===== src/rtl/alu_serial_seq.sv =====
// rtl/alu_serial_seq.sv - bit-serial ALU sequencer stepping a 1-bit slice over W cycles
module alu_serial_seq #(
  parameter int W = 32
) (
  input  logic         clk,
  input  logic         rst_n,
  input  logic         start,
  input  logic [3:0]   alu_ctrl,
  input  logic [W-1:0] a,
  input  logic [W-1:0] b,
  output logic         busy,
  output logic         done,
  output logic [W-1:0] result,
  output logic         zero,
  output logic         overflow
);

  localparam int CW = $clog2(W);

  localparam logic [3:0] OP_AND = 4'b0000;
  localparam logic [3:0] OP_OR  = 4'b0001;
  localparam logic [3:0] OP_ADD = 4'b0010;
  localparam logic [3:0] OP_SUB = 4'b0110;
  localparam logic [3:0] OP_SLT = 4'b0111;
  localparam logic [3:0] OP_NOR = 4'b1100;

  typedef enum logic [1:0] {
    S_IDLE = 2'd0,
    S_RUN  = 2'd1,
    S_FIN  = 2'd2
  } state_t;

  state_t         state_q, state_d;
  logic [W-1:0]   a_q, a_d;
  logic [W-1:0]   b_q, b_d;
  logic [3:0]     ctrl_q, ctrl_d;
  logic           carry_q, carry_d;
  logic [CW-1:0]  cnt_q, cnt_d;
  logic [W-1:0]   sreg_q, sreg_d;
  logic           set_q, set_d;
  logic           ovf_q, ovf_d;
  logic [W-1:0]   result_q, result_d;
  logic           zero_q, zero_d;
  logic           overflow_q, overflow_d;
  logic           done_q, done_d;

  // one-bit ALU slice signals for the bit currently selected by the counter
  logic           ai, bi, sum, cout, rbit;
  logic [W-1:0]   fin_res;

  // state, operand, slice and output registers
  always_ff @(posedge clk or negedge rst_n) begin
    if (!rst_n) begin
      state_q    <= S_IDLE;
      a_q        <= '0;
      b_q        <= '0;
      ctrl_q     <= '0;
      carry_q    <= 1'b0;
      cnt_q      <= '0;
      sreg_q     <= '0;
      set_q      <= 1'b0;
      ovf_q      <= 1'b0;
      result_q   <= '0;
      zero_q     <= 1'b0;
      overflow_q <= 1'b0;
      done_q     <= 1'b0;
    end else begin
      state_q    <= state_d;
      a_q        <= a_d;
      b_q        <= b_d;
      ctrl_q     <= ctrl_d;
      carry_q    <= carry_d;
      cnt_q      <= cnt_d;
      sreg_q     <= sreg_d;
      set_q      <= set_d;
      ovf_q      <= ovf_d;
      result_q   <= result_d;
      zero_q     <= zero_d;
      overflow_q <= overflow_d;
      done_q     <= done_d;
    end
  end

  // the 1-bit slice: optional inversion, full adder and op mux (less input is 0)
  always_comb begin
    ai   = a_q[cnt_q] ^ ctrl_q[3];
    bi   = b_q[cnt_q] ^ ctrl_q[2];
    sum  = ai ^ bi ^ carry_q;
    cout = (ai & bi) | (ai & carry_q) | (bi & carry_q);
    case (ctrl_q[1:0])
      2'b00:   rbit = ai & bi;
      2'b01:   rbit = ai | bi;
      2'b10:   rbit = sum;
      default: rbit = 1'b0;
    endcase
  end

  // final result selection: SLT fix-up uses the MSB sum corrected by overflow
  always_comb begin
    fin_res = '0;
    case (ctrl_q)
      OP_AND, OP_OR, OP_ADD, OP_SUB, OP_NOR: fin_res = sreg_q;
      OP_SLT:  fin_res = {{(W-1){1'b0}}, set_q ^ ovf_q};
      default: fin_res = '0;
    endcase
  end

  // next-state and datapath sequencing for IDLE -> RUN -> FIN -> IDLE
  always_comb begin
    state_d    = state_q;
    a_d        = a_q;
    b_d        = b_q;
    ctrl_d     = ctrl_q;
    carry_d    = carry_q;
    cnt_d      = cnt_q;
    sreg_d     = sreg_q;
    set_d      = set_q;
    ovf_d      = ovf_q;
    result_d   = result_q;
    zero_d     = zero_q;
    overflow_d = overflow_q;
    done_d     = 1'b0;
    case (state_q)
      S_IDLE: begin
        if (start) begin
          a_d     = a;
          b_d     = b;
          ctrl_d  = alu_ctrl;
          carry_d = alu_ctrl[2];
          cnt_d   = '0;
          state_d = S_RUN;
        end
      end
      S_RUN: begin
        // LSB enters first and is shifted down to bit 0 after W steps
        sreg_d  = {rbit, sreg_q[W-1:1]};
        carry_d = cout;
        cnt_d   = cnt_q + CW'(1);
        if (cnt_q == CW'(W-1)) begin
          set_d   = sum;
          ovf_d   = carry_q ^ cout;
          cnt_d   = '0;
          state_d = S_FIN;
        end
      end
      S_FIN: begin
        result_d   = fin_res;
        zero_d     = (fin_res == '0);
        overflow_d = ((ctrl_q == OP_ADD) || (ctrl_q == OP_SUB)) ? ovf_q : 1'b0;
        done_d     = 1'b1;
        state_d    = S_IDLE;
      end
      default: state_d = S_IDLE;
    endcase
  end

  assign busy     = (state_q != S_IDLE);
  assign done     = done_q;
  assign result   = result_q;
  assign zero     = zero_q;
  assign overflow = overflow_q;

endmodule


===== config.mk =====
export PLATFORM = sky130hd
export DESIGN_NAME = alu_serial_seq
export DESIGN_NICKNAME = d
export VERILOG_FILES = /design/src/rtl/alu_serial_seq.sv
export SDC_FILE = /design/constraint.sdc
export NUM_CORES = 1
export LEC_CHECK = 0
export ABC_AREA = 1
export CORE_MARGIN = 2
export CORE_UTILIZATION = 30
export CTS_CLUSTER_SIZE = 24
export DETAILED_ROUTE_END_ITERATION = 12
export HOLD_SLACK_MARGIN = 0.1
export PLACE_DENSITY = 0.51
export SLEW_MARGIN = 20
export SYNTH_ARGS = -nofsm -noshare
export SYNTH_HDL_FRONTEND = slang
export SYNTH_SLANG_ARGS = --single-unit

===== constraint.sdc =====
create_clock -name clk -period 2.92 [get_ports clk]
set_input_delay 0.584 -clock clk [delete_from_list [all_inputs] [get_ports clk]]
set_output_delay 0.584 -clock clk [all_outputs]
set_load 0.05 [all_outputs]

* Yosys cells after proc, flatten, opt, wreduce, memory -nomap -nowiden
Index checks and enable logic that the tools add are counted.
** Operators by class
- Add/subtract/negate cells :: 1
- Eq/ne operators :: 12
- Reductions and logical operators :: 12
- Magnitude comparators :: 1
- Muxes and demuxes :: 16
- Bitwise logic cells :: 12
** Operators by type and width (count)
- 32-bit one-hot mux with 2 select lines :: 1
- 32-bit logical NOT :: 1
- 1-bit binary-select mux with 5-bit select :: 2
- 5-bit 2-to-1 mux :: 2
- 5-bit one-hot mux with 2 select lines :: 1
- 4-bit by 3-bit equality test with 1-bit output (second input constant) :: 2
- 2-bit AND reduction :: 4
- 5-bit by 6-bit < comparator with 1-bit output (second input constant) :: 1
- 1-bit bitwise XOR :: 6
- 5-bit by 1-bit adder with 5-bit output (second input constant) :: 1
- 5-bit equality test (second input constant) :: 1
- 1-bit 2-to-1 mux :: 5
- 5-bit OR reduction :: 1
- 2-bit by 1-bit equality test with 1-bit output (second input constant) :: 2
- 2-bit equality test (second input constant) :: 2
- 4-bit by 1-bit equality test with 1-bit output (second input constant) :: 1
- 4-bit by 2-bit equality test with 1-bit output (second input constant) :: 1
- 4-bit equality test (second input constant) :: 1
- 2-bit logical NOT :: 2
- 4-bit logical NOT :: 1
- 2-bit 2-to-1 mux :: 2
- 2-bit inequality test (second input constant) :: 2
- 2-bit one-hot mux with 2 select lines :: 1
- 2-bit nonzero test :: 2
- other kinds (5) :: 9
** Word-level totals
- Input bits :: 71
- Bits in registers :: 145

* Depth between registers and ports, before layout
Gate-level depths: netlist of the first run.
- Depth in word-level cells :: 7
- Depth in mapped cells :: 18

* Worst setup path after synthesis of the first run
No wires, ideal clock.
- Path type :: reg-to-reg
- Start :: register cnt_q[1]
- End :: register sreg_q[31]
- Data required time :: 2.788 ns
- Setup time :: 0.132 ns
- Period minus slack after synthesis :: 2.208 ns
- Buffers on the path :: 2
- Arrival :: 2.077 ns
- Stages on the path, launching flop included :: 18
- Slack :: 0.712 ns
- Cells stage by stage :: dfrtp_1 buf_6 inv_2 buf_4 nand3_1 nand3_1 nand2_1 nand2_1 nand3_1 nand2_1 nand2_1 nand2_1 inv_2 fa_1 nand3_1 o311ai_0 nand2_1 o21ai_0
** Between the ends
- Longest elaborated chain between the ends :: 6
- Elaborated cells on any way between the ends :: 11
** RTL lines
- from (decl) :: line 38 : logic [CW-1:0] cnt_q, cnt_d;
- from (signal assigned) :: line 73 : cnt_q <= cnt_d;
- 1-bit binary-select mux with 5-bit select (on tied branches) :: line 86, 87
- 1-bit 2-to-1 mux (on tied branches) :: line 86, 87
- 1-bit bitwise XOR (on tied branches) :: line 86, 87
- 1-bit bitwise XOR (*) (2 in series) :: line 88 : sum = ai ^ bi ^ carry_q;
- named net sum :: line 48 : logic ai, bi, sum, cout, rbit;
- 1-bit one-hot mux with 3 select lines (*) :: line 90 : case (ctrl_q[1:0])
- to (signal assigned) :: line 74 : sreg_q <= sreg_d;
- to (decl) :: line 39 : logic [W-1:0] sreg_q, sreg_d;
Mark *: on every way through the listed nets, which the timed path passes. The rest lies on a longest branch. The select of a mux whose other input is x is not followed.
A chain may end at the register's enable or synchronous reset.

* Worst setup path in the final report of the first run
- Start :: register cnt_q[0]
- End :: register sreg_q[31]
Same word-level chain as after synthesis.

==> qor.yml, run 1 <==
final_layout:
  layout-drive-gt1-share_pct: 6.11
  final_core_util_pct: 39.7
  final_nets: 979
  final_area_mm2: 0.00838
  n_antenna_cell: 0
  area_growth_pct: 29.9
  instances_no_fill: 1191
  num-fill-cells: 2222
clocking:
  clockBufferDepth: 2
  cts_tree: "built"
  root_buffer: "clkbuf_16"
  cts_buffers: 17
  clkLatencyLatePin_ns: 0.42
  cts.sinks: 145
  cts.repair.resized: 0
  clkSlewWorstSetupHoldPaths_ns: 0.06
  htreeDepth: 4
floorplanning:
  initial_core_util_pct: 30.6
  core.rowCount: 53
  dieWidth_um: 151
  die_h_um: 151
  ioPinCount: 107
  fp.dieArea_mm2: 0.0227
  core_mm2: 0.0211
critical_path:
  critPathLaunchType: "flop"
  slowest_delay_ns: 0.47
  crit_required_ns: 3.22
  critPathKind: "reg2reg"
  end_kind: "flop"
  cp_slowest_cell: "fa_1"
  cp_top_family: "simple AND/OR/NAND/NOR gates"
  cp_max_fo: 32
  path_cells: "inv_2 > nand2_1 > nand3_1 > nand3_1 > nand2_1 > nand2_1 > nand3_1 > nand3_1 > nand2_1 > inv_2 > fa_1 > nand3_1 > o311ai_0 > nand2_1 > o21ai_0"
  cp_num_buf_inv: 2
  worstPathArrival_ns: 2.82
logic_synthesis:
  synth_compound_area_share_pct: 5.37
  ys.warnings.count: 0
  ys.flop_type: "dfrtp_1"
  seq_area_frac_synth_pct: 56.2
  yosys-top-cells-count: "nand2_1 (404), dfrtp_1 (145), nand3_1 (87), o21ai_0 (55), inv_1 (31)"
  avgSynthCellArea_um2: 8.01
  async_flop_share_pct: 100
  synthMuxAreaShare_pct: 0
  synth-edff-count: 0
  yosysTopAreaCellShare_pct: 56.2
  synth_fp_nets: 881
  yosys.area.top_type: "dfrtp_1"
  synth_seq_cells: 145
  synth.distinct_cells: 26
  synth_top_family_by_area: "simple AND/OR/NAND/NOR gates"
  synth_fa_ha_area_share_pct: 1.09
  syn_area_mm2: 0.00645
  yosys-top-cells-area: "dfrtp_1 (56%), nand2_1 (24%), nand3_1 (6.7%)"
  synth_most_common_cell: "nand2_1"
  yosys.area_share.simple_pct: 31.4
  syn_inst: 805
  synth_xor_area_share_pct: 0.407
grt:
  track_usage_pct: 14.7
  grt_overflow_total: 0
  grt_pass1_wl_um: 26500
  antenna_found_initial: 0
  grt_max_degree: 67
  grt_pass1_vias: 5387
detailed_routing:
  routedWlPerCell_um: 13.1
  antenna_left: 0
  firstDrtPassIters: 4
  via_per_inst: 4.42
  drt_wl_total_um: 15600
  dr_total_vias: 5261
  drc: 0
  drt_iter0_markers: 251
timing:
  setup_viol: 0
  worstMarginPinSlew_ns: 0.910
  fin_setup_tns_ns: 0
  finalCritPeriodShare_pct: 86.6
  clock_skew_ns: 0.00939
  drv_slew: 0
  fin_crit_ns: 2.53
  hold_viol: 0
  fmax_mhz: 396
  rsz0062_at_grt: "false"
  slew_headroom_pct: 39.3
placement:
  numPortBuffers: 106
  dp.final_hpwl_um: 10800
  place_inst: 1158
  place_area_mm2: 0.00777
  globalplace.congestion: 0.777
flow_run:
  drv_cap: 0
power_and_ir_drop:
  powerDensity_mw_per_mm2: 1010
  power.leakage_nw: 4.10
  ir_drop_uv: 422
hold_path:
  hold_path_class: "reg2reg"
status:
  outcome: "completed"
[cell type report]
| cell class | count | area, um2 | area share (%) |
|---|---|---|---|
| clock buffer | 17 | 425 | 5.08 |
| clock inverter | 15 | 175 | 2.09 |
| inverter | 38 | 143 | 1.70 |
| multi-input combinational | 580 | 2470 | 29.5 |
| sequential | 145 | 3630 | 43.3 |
| tap | 275 | 344 | 4.11 |
| timing repair buffer | 121 | 1190 | 14.2 |
[what timing repair did]
action	CTS	global route
endpoints found under the hold margin	38	0
hold buffers	1	0
setup buffers	0	0
[logic make-up (layout without fill, tap and decap cells)]
kind of cell	after synthesis	count (layout)
compound gates	66	66
xor+xnor	3	3
fa+ha+maj	5	5
buf+inv	80	191
flops	145	145
simple gates	506	506
[tightest hold or removal path: stages (launching register included)]
cell and delay (ns):
dfrtp_1 0.34, nand2_1 0.05, nand2_1 0.06
[where the power goes]
part	total, mW	switching [mW]	internal, mW
Sequential	3.26	0.530	2.74
Combinational	3.01	1.92	1.10
Clock	2.21	0.927	1.28
[stage by stage]
stage / hold WS [ns] / total power, mW / setup WS [ns]
3_5_place_dp: 0.466 / 6.35 / 0.392
6_report: 0.478 / 8.49 / 0.393
2_1_floorplan: 0.288 / 5.52 / 0.712
5_1_grt: 0.506 / 9.25 / 0.0735
3_3_place_gp: 0.463 / 6.32 / 0.484
4_1_cts: 0.482 / 8.60 / 0.374
[placed cells by master (no fill, tap or decap), drive strengths merged]
cell / synthesis / layout
a21oi: 1 / 1
a31oi: 1 / 1
buf: 22 / 15
bufinv: 0 / 2
clkbuf: 20 / 17
clkdlybuf4s50: 0 / 105
clkinv: 2 / 4
clkinvlp: 0 / 5
dfrtp: 145 / 145
dlygate4sd3: 0 / 1
fa: 1 / 1
ha: 4 / 4
inv: 36 / 42
nand2: 404 / 404
nand3: 88 / 88
nand4: 1 / 1
nor2: 13 / 13
o21ai: 59 / 59
o21bai: 1 / 1
o22ai: 2 / 2
o311ai: 1 / 1
o31ai: 1 / 1
xnor2: 1 / 1
xor2: 2 / 2
[final timing paths]
kind                       slack (ns)                   start                     end  cells past startpoint
min in group asynchronous        0.64                   rst_n   result[2]$_DFFE_PN0P_                      2
min reg2reg                      0.48  result[23]$_DFFE_PN0P_  result[23]$_DFFE_PN0P_                      2
max                              0.39    cnt_q[0]$_DFFE_PN0P_  sreg_q[31]$_DFFE_PN0P_                     15
max reg2reg                      0.39    cnt_q[0]$_DFFE_PN0P_  sreg_q[31]$_DFFE_PN0P_                     15
min                              0.48  result[23]$_DFFE_PN0P_  result[23]$_DFFE_PN0P_                      2
max in group asynchronous        1.56                   rst_n          done$_DFF_PN0_                      3
[layer usage]
layer / up-vias / share of wire [%] / track usage (%)
li1: 2732 / - / -
met1: 2407 / 50 / 20.9
met2: 105 / 45 / 22.5
met3: 17 / 4.2 / 2.76
met4: 0 / 1.1 / 5.33
met5: - / 0 / 0
[flip-flops by register name (all words and copies together), names as in the netlist, 2 cells and up]
register  count
state_q       2
cnt_q         5
sreg_q       32
a_q          32
ctrl_q        4
b_q          32
result       32
Power figures use the tool's default switching activity.
==> run 2: changes to the inputs <==
CORE_MARGIN = 4   (was 2)
==> run 2 against run 1 <==
Non-clock buffer count down 3. Global-route usage decreased by 0.97 points. Utilization down 0.22 points.
==> qor.yml, run 2 (same netlist as run 1, synthesis figures left out) <==
critical_path:
  crit_required_ns: 3.22  # about the same
  critPathKind: "reg2reg"
  path_cells: "inv_2 > nand2_1 > nand3_1 > nand3_1 > nand2_1 > nand2_1 > nand3_1 > nand3_1 > nand2_1 > inv_2 > fa_1 > nand3_1 > o311ai_0 > nand2_1 > o21ai_0"
  cp_slowest_cell: "fa_1"
  cp_num_buf_inv: 2  # unchanged
  critPathLaunchType: "flop"
  cp_max_fo: 32  # unchanged
  end_kind: "flop"
  worstPathArrival_ns: 2.79  # -0.03 ns
  cp_top_family: "simple AND/OR/NAND/NOR gates"
  slowest_delay_ns: 0.47  # about the same
grt:
  grt_overflow_total: 0  # unchanged
  track_usage_pct: 13.8  # -0.97 points
  grt_max_degree: 67  # unchanged
  grt_pass1_vias: 5391  # +0.074%
  grt_pass1_wl_um: 27200  # +2.8%
  antenna_found_initial: 0  # unchanged
final_layout:
  layout_commonest_cell: "nand2_1"
  layout-drive-gt1-share_pct: 5.70  # -0.42 points
  layout_common_cells: "nand2_1 (403), dfrtp_1 (145), clkdlybuf4s50_1 (105)"
  n_antenna_cell: 0  # unchanged
  area_growth_pct: 29.2
  instances_no_fill: 1188  # -0.25%
  num-fill-cells: 2217  # -0.23%
  final_nets: 976  # -0.31%
detailed_routing:
  drt_iter0_markers: 222  # -12%
  via_per_inst: 4.39  # -0.51%
  routedWlPerCell_um: 13.4  # +2.4%
  dr_total_vias: 5221  # -0.76%
  drt_wl_total_um: 15900  # +2.1%
  drc: 0  # unchanged
  antenna_left: 0  # unchanged
  firstDrtPassIters: 5  # +1
hold_path:
  hold_path_class: "in2async"
clocking:
  cts.repair.resized: 0  # unchanged
  cts_hold_buffers: 0  # -1
  clkSlewWorstSetupHoldPaths_ns: 0.06  # about the same
  root_buffer: "clkbuf_16"
  htreeDepth: 4  # unchanged
  cts_tree: "built"
  clockBufferDepth: 2  # unchanged
  clkLatencyLatePin_ns: 0.42  # about the same
  cts_buffers: 17  # unchanged
  cts_setup_buffers: 0  # unchanged
  cts.sinks: 145  # unchanged
placement:
  place_ws_ns: 0.412  # +0.0198 ns
  globalplace.congestion: 0.769  # -1.1%
  place_inst: 1156  # -0.17%
  dp.final_hpwl_um: 10800  # +0.40%
  numPortBuffers: 106  # unchanged
status:
  outcome: "completed"
timing:
  fin_crit_ns: 2.49  # -0.0370 ns
  slew_headroom_pct: 46.7  # +7.4 points
  whs_ns: 0.140  # -0.338 ns
  worstMarginPinSlew_ns: 0.799  # -0.111 ns
  post-route-worst-setup-slack_ns: 0.430  # +0.0370 ns
  drv_slew: 0  # unchanged
  clock_skew_ns: 0.00944  # +0.0000437 ns
  finalCritPeriodShare_pct: 85.3  # -1.3 points
  fin_setup_tns_ns: 0  # unchanged
  hold_viol: 0  # unchanged
  fmax_mhz: 402  # +1.5%
  rsz0062_at_grt: "false"
  setup_viol: 0  # unchanged
power_and_ir_drop:
  ir_drop_uv: 374  # -11%
  power.leakage_nw: 4.09  # -0.34%
  powerDensity_mw_per_mm2: 999  # -1.4%
  fin_total_pwr_mw: 8.33  # -2.0%
floorplanning:
  core_mm2: 0.0211  # unchanged
  core.rowCount: 53  # unchanged
  fp.dieArea_mm2: 0.0239  # +5.4%
  ioPinCount: 107  # unchanged
  dieWidth_um: 155  # +2.7%
  initial_core_util_pct: 30.6  # unchanged
  die_h_um: 155  # +2.7%
flow_run:
  drv_cap: 0  # unchanged
[run 2: layout make-up]
| cell class | instances | area (um2) | area share (%) |
|---|---|---|---|
| clock buffer | 21 | 460 | 5.53 |
| clock inverter | 11 | 93.8 | 1.13 |
| inverter | 38 | 143 | 1.71 |
| multi-input combinational | 580 | 2470 | 29.7 |
| sequential | 145 | 3630 | 43.6 |
| tap | 275 | 344 | 4.13 |
| timing repair buffer | 118 | 1190 | 14.3 |
[run 2: stage by stage]
stage | util [%] | cell area, um2
2_1_floorplan | - | 6450
3_3_place_gp | 36.9 | 7780
4_1_cts | 39.5 | 8330
3_5_place_dp | 36.9 | 7780
5_1_grt | 39.5 | 8330
6_report | 39.5 | 8330
[run 2: path summary, 6_finish.rpt]
path	from	to	slack, ns	cells after the start
min	rst_n	result[2]$_DFFE_PN0P_	0.14	1
max reg2reg	cnt_q[0]$_DFFE_PN0P_	sreg_q[31]$_DFFE_PN0P_	0.43	15
min reg2reg	b_q[5]$_DFFE_PN0P_	b_q[5]$_DFFE_PN0P_	0.48	2
min in group clk	b_q[5]$_DFFE_PN0P_	b_q[5]$_DFFE_PN0P_	0.48	2
max	cnt_q[0]$_DFFE_PN0P_	sreg_q[31]$_DFFE_PN0P_	0.43	15
max in group asynchronous	rst_n	a_q[20]$_DFFE_PN0P_	2.09	2
[run 2: per-layer routing]
metal,up-vias,track usage (%),part of all wire [%]
li1,2729,-,-
met1,2371,19.6,50
met4,0,3.78,1.2
met3,17,2.88,4.0
met2,104,21.4,45
met5,-,0,0
[run 2: worst reg2reg max path, cell delays in order (launching register included)]
cell,delay [ns]
dfrtp_1,0.38
inv_2,0.39
nand2_1,0.11
nand3_1,0.10
nand3_1,0.10
nand2_1,0.09
nand2_1,0.05
nand3_1,0.11
nand3_1,0.07
nand2_1,0.11
inv_2,0.06
fa_1,0.47
nand3_1,0.09
o311ai_0,0.12
nand2_1,0.08
o21ai_0,0.08
[run 2: report_power, final]
part / switching, mW / total (mW) / internal (mW)
Clock: 0.893 / 2.05 / 1.15
Combinational: 1.95 / 3.04 / 1.09
Sequential: 0.505 / 3.24 / 2.73
Total: 3.34 / 8.33 / 4.98
==> run 3: changes to the inputs <==
ABC_AREA = not set   (was 1)
CELL_PAD_IN_SITES_DETAIL_PLACEMENT = 2   (was not set)
CELL_PAD_IN_SITES_GLOBAL_PLACEMENT = 2   (was not set)
PLACE_DENSITY = 0.76   (was 0.51)
==> run 3 against run 2 <==
Synthesized cell count down 10%. Combinational power down 10%. Non-clock buffer count increased by 2. First-iteration DRC count up 5.0%. Clock power grew 13%. Final cell count fell by 7.1%. Clock-buffer cell count down 2. Largest cell class unchanged.
==> qor.yml, run 3 <==
status:
  outcome: "completed"
clocking:
  cts_buffers: 17  # unchanged
  clkSlewWorstSetupHoldPaths_ns: 0.06  # about the same
  clockBufferDepth: 2  # unchanged
  cts_tree: "built"
  clkLatencyLatePin_ns: 0.42  # about the same
  cts.sinks: 145  # unchanged
  root_buffer: "clkbuf_16"
  htreeDepth: 4  # unchanged
timing:
  finalCritPeriodShare_pct: 93.1  # +7.8 points
  fin_crit_ns: 2.72  # +0.227 ns
  whs_ns: 0.176  # +0.0355 ns
  hold_viol: 0  # unchanged
  fin_setup_tns_ns: 0  # unchanged
  clock_skew_ns: 0.00608  # -0.00335 ns
  drv_slew: 0  # unchanged
  fmax_mhz: 368  # -8.4%
  slew_headroom_pct: 56.4  # +9.7 points
  post-route-worst-setup-slack_ns: 0.203  # -0.227 ns
  rsz0062_at_grt: "false"
  worstMarginPinSlew_ns: 0.654  # -0.144 ns
  setup_viol: 0  # unchanged
hold_path:
  hold_path_class: "in2async"
logic_synthesis:
  synth-edff-count: 0  # unchanged
  synthMuxAreaShare_pct: 5.35  # +5.4 points
  syn_inst: 721  # -10%
  synth_fp_nets: 797  # -9.5%
  yosys.area_share.simple_pct: 25.1  # -6.3 points
  avgSynthCellArea_um2: 8.85  # +10%
  synth_seq_cells: 145  # unchanged
  yosys.area.top_type: "dfrtp_1"
  synth_fa_ha_area_share_pct: 1.10  # +0.012 points
  seq_area_frac_synth_pct: 56.9  # +0.62 points
  synth_top_family_by_area: "simple AND/OR/NAND/NOR gates"
  yosysTopAreaCellShare_pct: 56.9  # +0.62 points
  synth_most_common_cell: "nand2_1"
  synth_xor_area_share_pct: 1.10  # +0.69 points
  ys.flop_type: "dfrtp_1"
  synth.distinct_cells: 36  # +38%
  syn_area_mm2: 0.00638  # -1.1%
  async_flop_share_pct: 100  # unchanged
  yosys-top-cells-count: "nand2_1 (368), dfrtp_1 (145), clkbuf_1 (35), mux2i_1 (33), o21ai_0 (32)"
  ys.warnings.count: 0  # unchanged
  synth_compound_area_share_pct: 7.02  # +1.6 points
  yosys-top-cells-area: "dfrtp_1 (57%), nand2_1 (22%), mux2i_1 (5.2%)"
critical_path:
  critPathKind: "reg2reg"
  critPathLaunchType: "flop"
  path_cells: "and2_1 > a22oi_1 > a21oi_1 > nor4_2 > xor2_1 > fa_1 > mux2_2"
  end_kind: "flop"
  cp_max_fo: 9  # -72%
  slowest_delay_ns: 0.48  # about the same
  worstPathArrival_ns: 3.02  # +0.23 ns
  crit_required_ns: 3.23  # about the same
  cp_slowest_cell: "fa_1"
grt:
  antenna_found_initial: 0  # unchanged
  grt_pass1_wl_um: 31700  # +17%
  grt_max_degree: 71  # +6.0%
  track_usage_pct: 16.5  # +2.7 points
  top_usage_layer: "met2"
  grt_pass1_vias: 6127  # +14%
  gr-usage-met2_pct: 29.3  # +7.9 points
  grt_use_met3_pct: 3.46  # +0.58 points
  globalRouteMet1Util_pct: 20.3  # +0.72 points
  grt_overflow_total: 0  # unchanged
floorplanning:
  dieWidth_um: 154  # -0.51%
  initial_core_util_pct: 30.5  # -0.14 points
  ioPinCount: 107  # unchanged
  core.rowCount: 53  # unchanged
  fp.dieArea_mm2: 0.0237  # -1.0%
  core_mm2: 0.0210  # -0.63%
  die_h_um: 154  # -0.51%
detailed_routing:
  drc: 0  # unchanged
  routedWlPerCell_um: 16.7  # +25%
  dr_total_vias: 5237  # +0.31%
  via_per_inst: 4.74  # +7.9%
  drt_iter0_markers: 233  # +5.0%
  firstDrtPassIters: 4  # -1
  drt_wl_total_um: 18500  # +16%
  antenna_left: 0  # unchanged
flow_run:
  drv_cap: 0  # unchanged
final_layout:
  final_nets: 892  # -8.6%
  area_growth_pct: 30.9
  layout_commonest_cell: "nand2_1"
  n_antenna_cell: 0  # unchanged
  layout_common_cells: "nand2_1 (367), dfrtp_1 (144), clkdlybuf4s50_1 (105)"
  layout-drive-gt1-share_pct: 6.88  # +1.2 points
  final_core_util_pct: 39.9  # +0.36 points
placement:
  place_ws_ns: 0.0427  # -0.369 ns
  numPortBuffers: 106  # unchanged
  dp.final_hpwl_um: 13500  # +25%
  globalplace.congestion: 0.780  # +1.4%
power_and_ir_drop:
  fin_total_pwr_mw: 8.40  # +0.94%
  power.leakage_nw: 3.97  # -2.8%
  powerDensity_mw_per_mm2: 1010  # +0.65%
  ir_drop_uv: 444  # +19%
## run 3: power breakdown
| group | internal, mW | switching (mW) | total [mW] |
|---|---|---|---|
| Sequential | 2.70 | 0.667 | 3.37 |
| Combinational | 1.13 | 1.60 | 2.73 |
| Clock | 1.41 | 0.900 | 2.31 |
| Total | 5.24 | 3.16 | 8.40 |
## run 3: timing repair
item / in CTS / in global routing
setup endpoints to repair: 0 / 4
hold buffers: 0 / 0
gates resized for setup: 0 / 3
setup buffers: 0 / 0
## run 3: cell families after synthesis
kind of cell / after synthesis
and+or+nand+nor: 404
buffers and inverters: 49
xor gates and xnor gates: 8
adders and majority gates: 5
AOI/OAI and AO/OA: 76
muxes: 34
DFF: 145
## run 3: through the flow
stage | std cells | area [um2]
detailed placement | 1072 | 7720
finish | 1104 | 8360
global route | 1104 | 8360
floorplan | 721 | 6380
CTS | 1104 | 8350
global placement | 1072 | 7720
## run 3: path summary, 6_finish.rpt
path                                       from                endpoint  slack (ns)  depth (start not counted)
setup / recovery           cnt_q[2]$_DFFE_PN0P_       set_q$_DFFE_PN0P_        0.20                          7
hold / removal                            rst_n  result[26]$_DFFE_PN0P_        0.18                          1
setup reg to reg           cnt_q[2]$_DFFE_PN0P_       set_q$_DFFE_PN0P_        0.20                          7
hold reg to reg             b_q[24]$_DFFE_PN0P_     b_q[24]$_DFFE_PN0P_        0.48                          2
max in group asynchronous                 rst_n     b_q[13]$_DFFE_PN0P_        1.93                          2
min in group clk            b_q[24]$_DFFE_PN0P_     b_q[24]$_DFFE_PN0P_        0.48                          2
## run 3: cell type report
cell class | count | area (um2)
clock buffer | 19 | 453
timing repair buffer | 120 | 1190
clock inverter | 13 | 174
multi-input combinational | 527 | 2540
fill | 2332 | 12600
tap | 275 | 344
inverter | 5 | 18.8
sequential | 145 | 3630
## run 3: per-layer routing
layer / vias to the layer above / routed length [um]
met5: - / 0
met2: 102 / 9760
met1: 2608 / 7950
met3: 15 / 564
li1: 2512 / -
met4: 0 / 209
## run 3: worst max-delay path: cells and delay by family, from the launching register on
| family | cells | cell delay, ns |
|---|---|---|
| XOR/XNOR | 1 | 0.31 |
| multiplexers | 1 | 0.27 |
| AO/OA/AOI/OAI | 2 | 0.34 |
| adder cells (fa/ha/maj) | 1 | 0.48 |
| flip-flops | 1 | 0.46 |
| AND/OR/NAND/NOR | 2 | 0.75 |
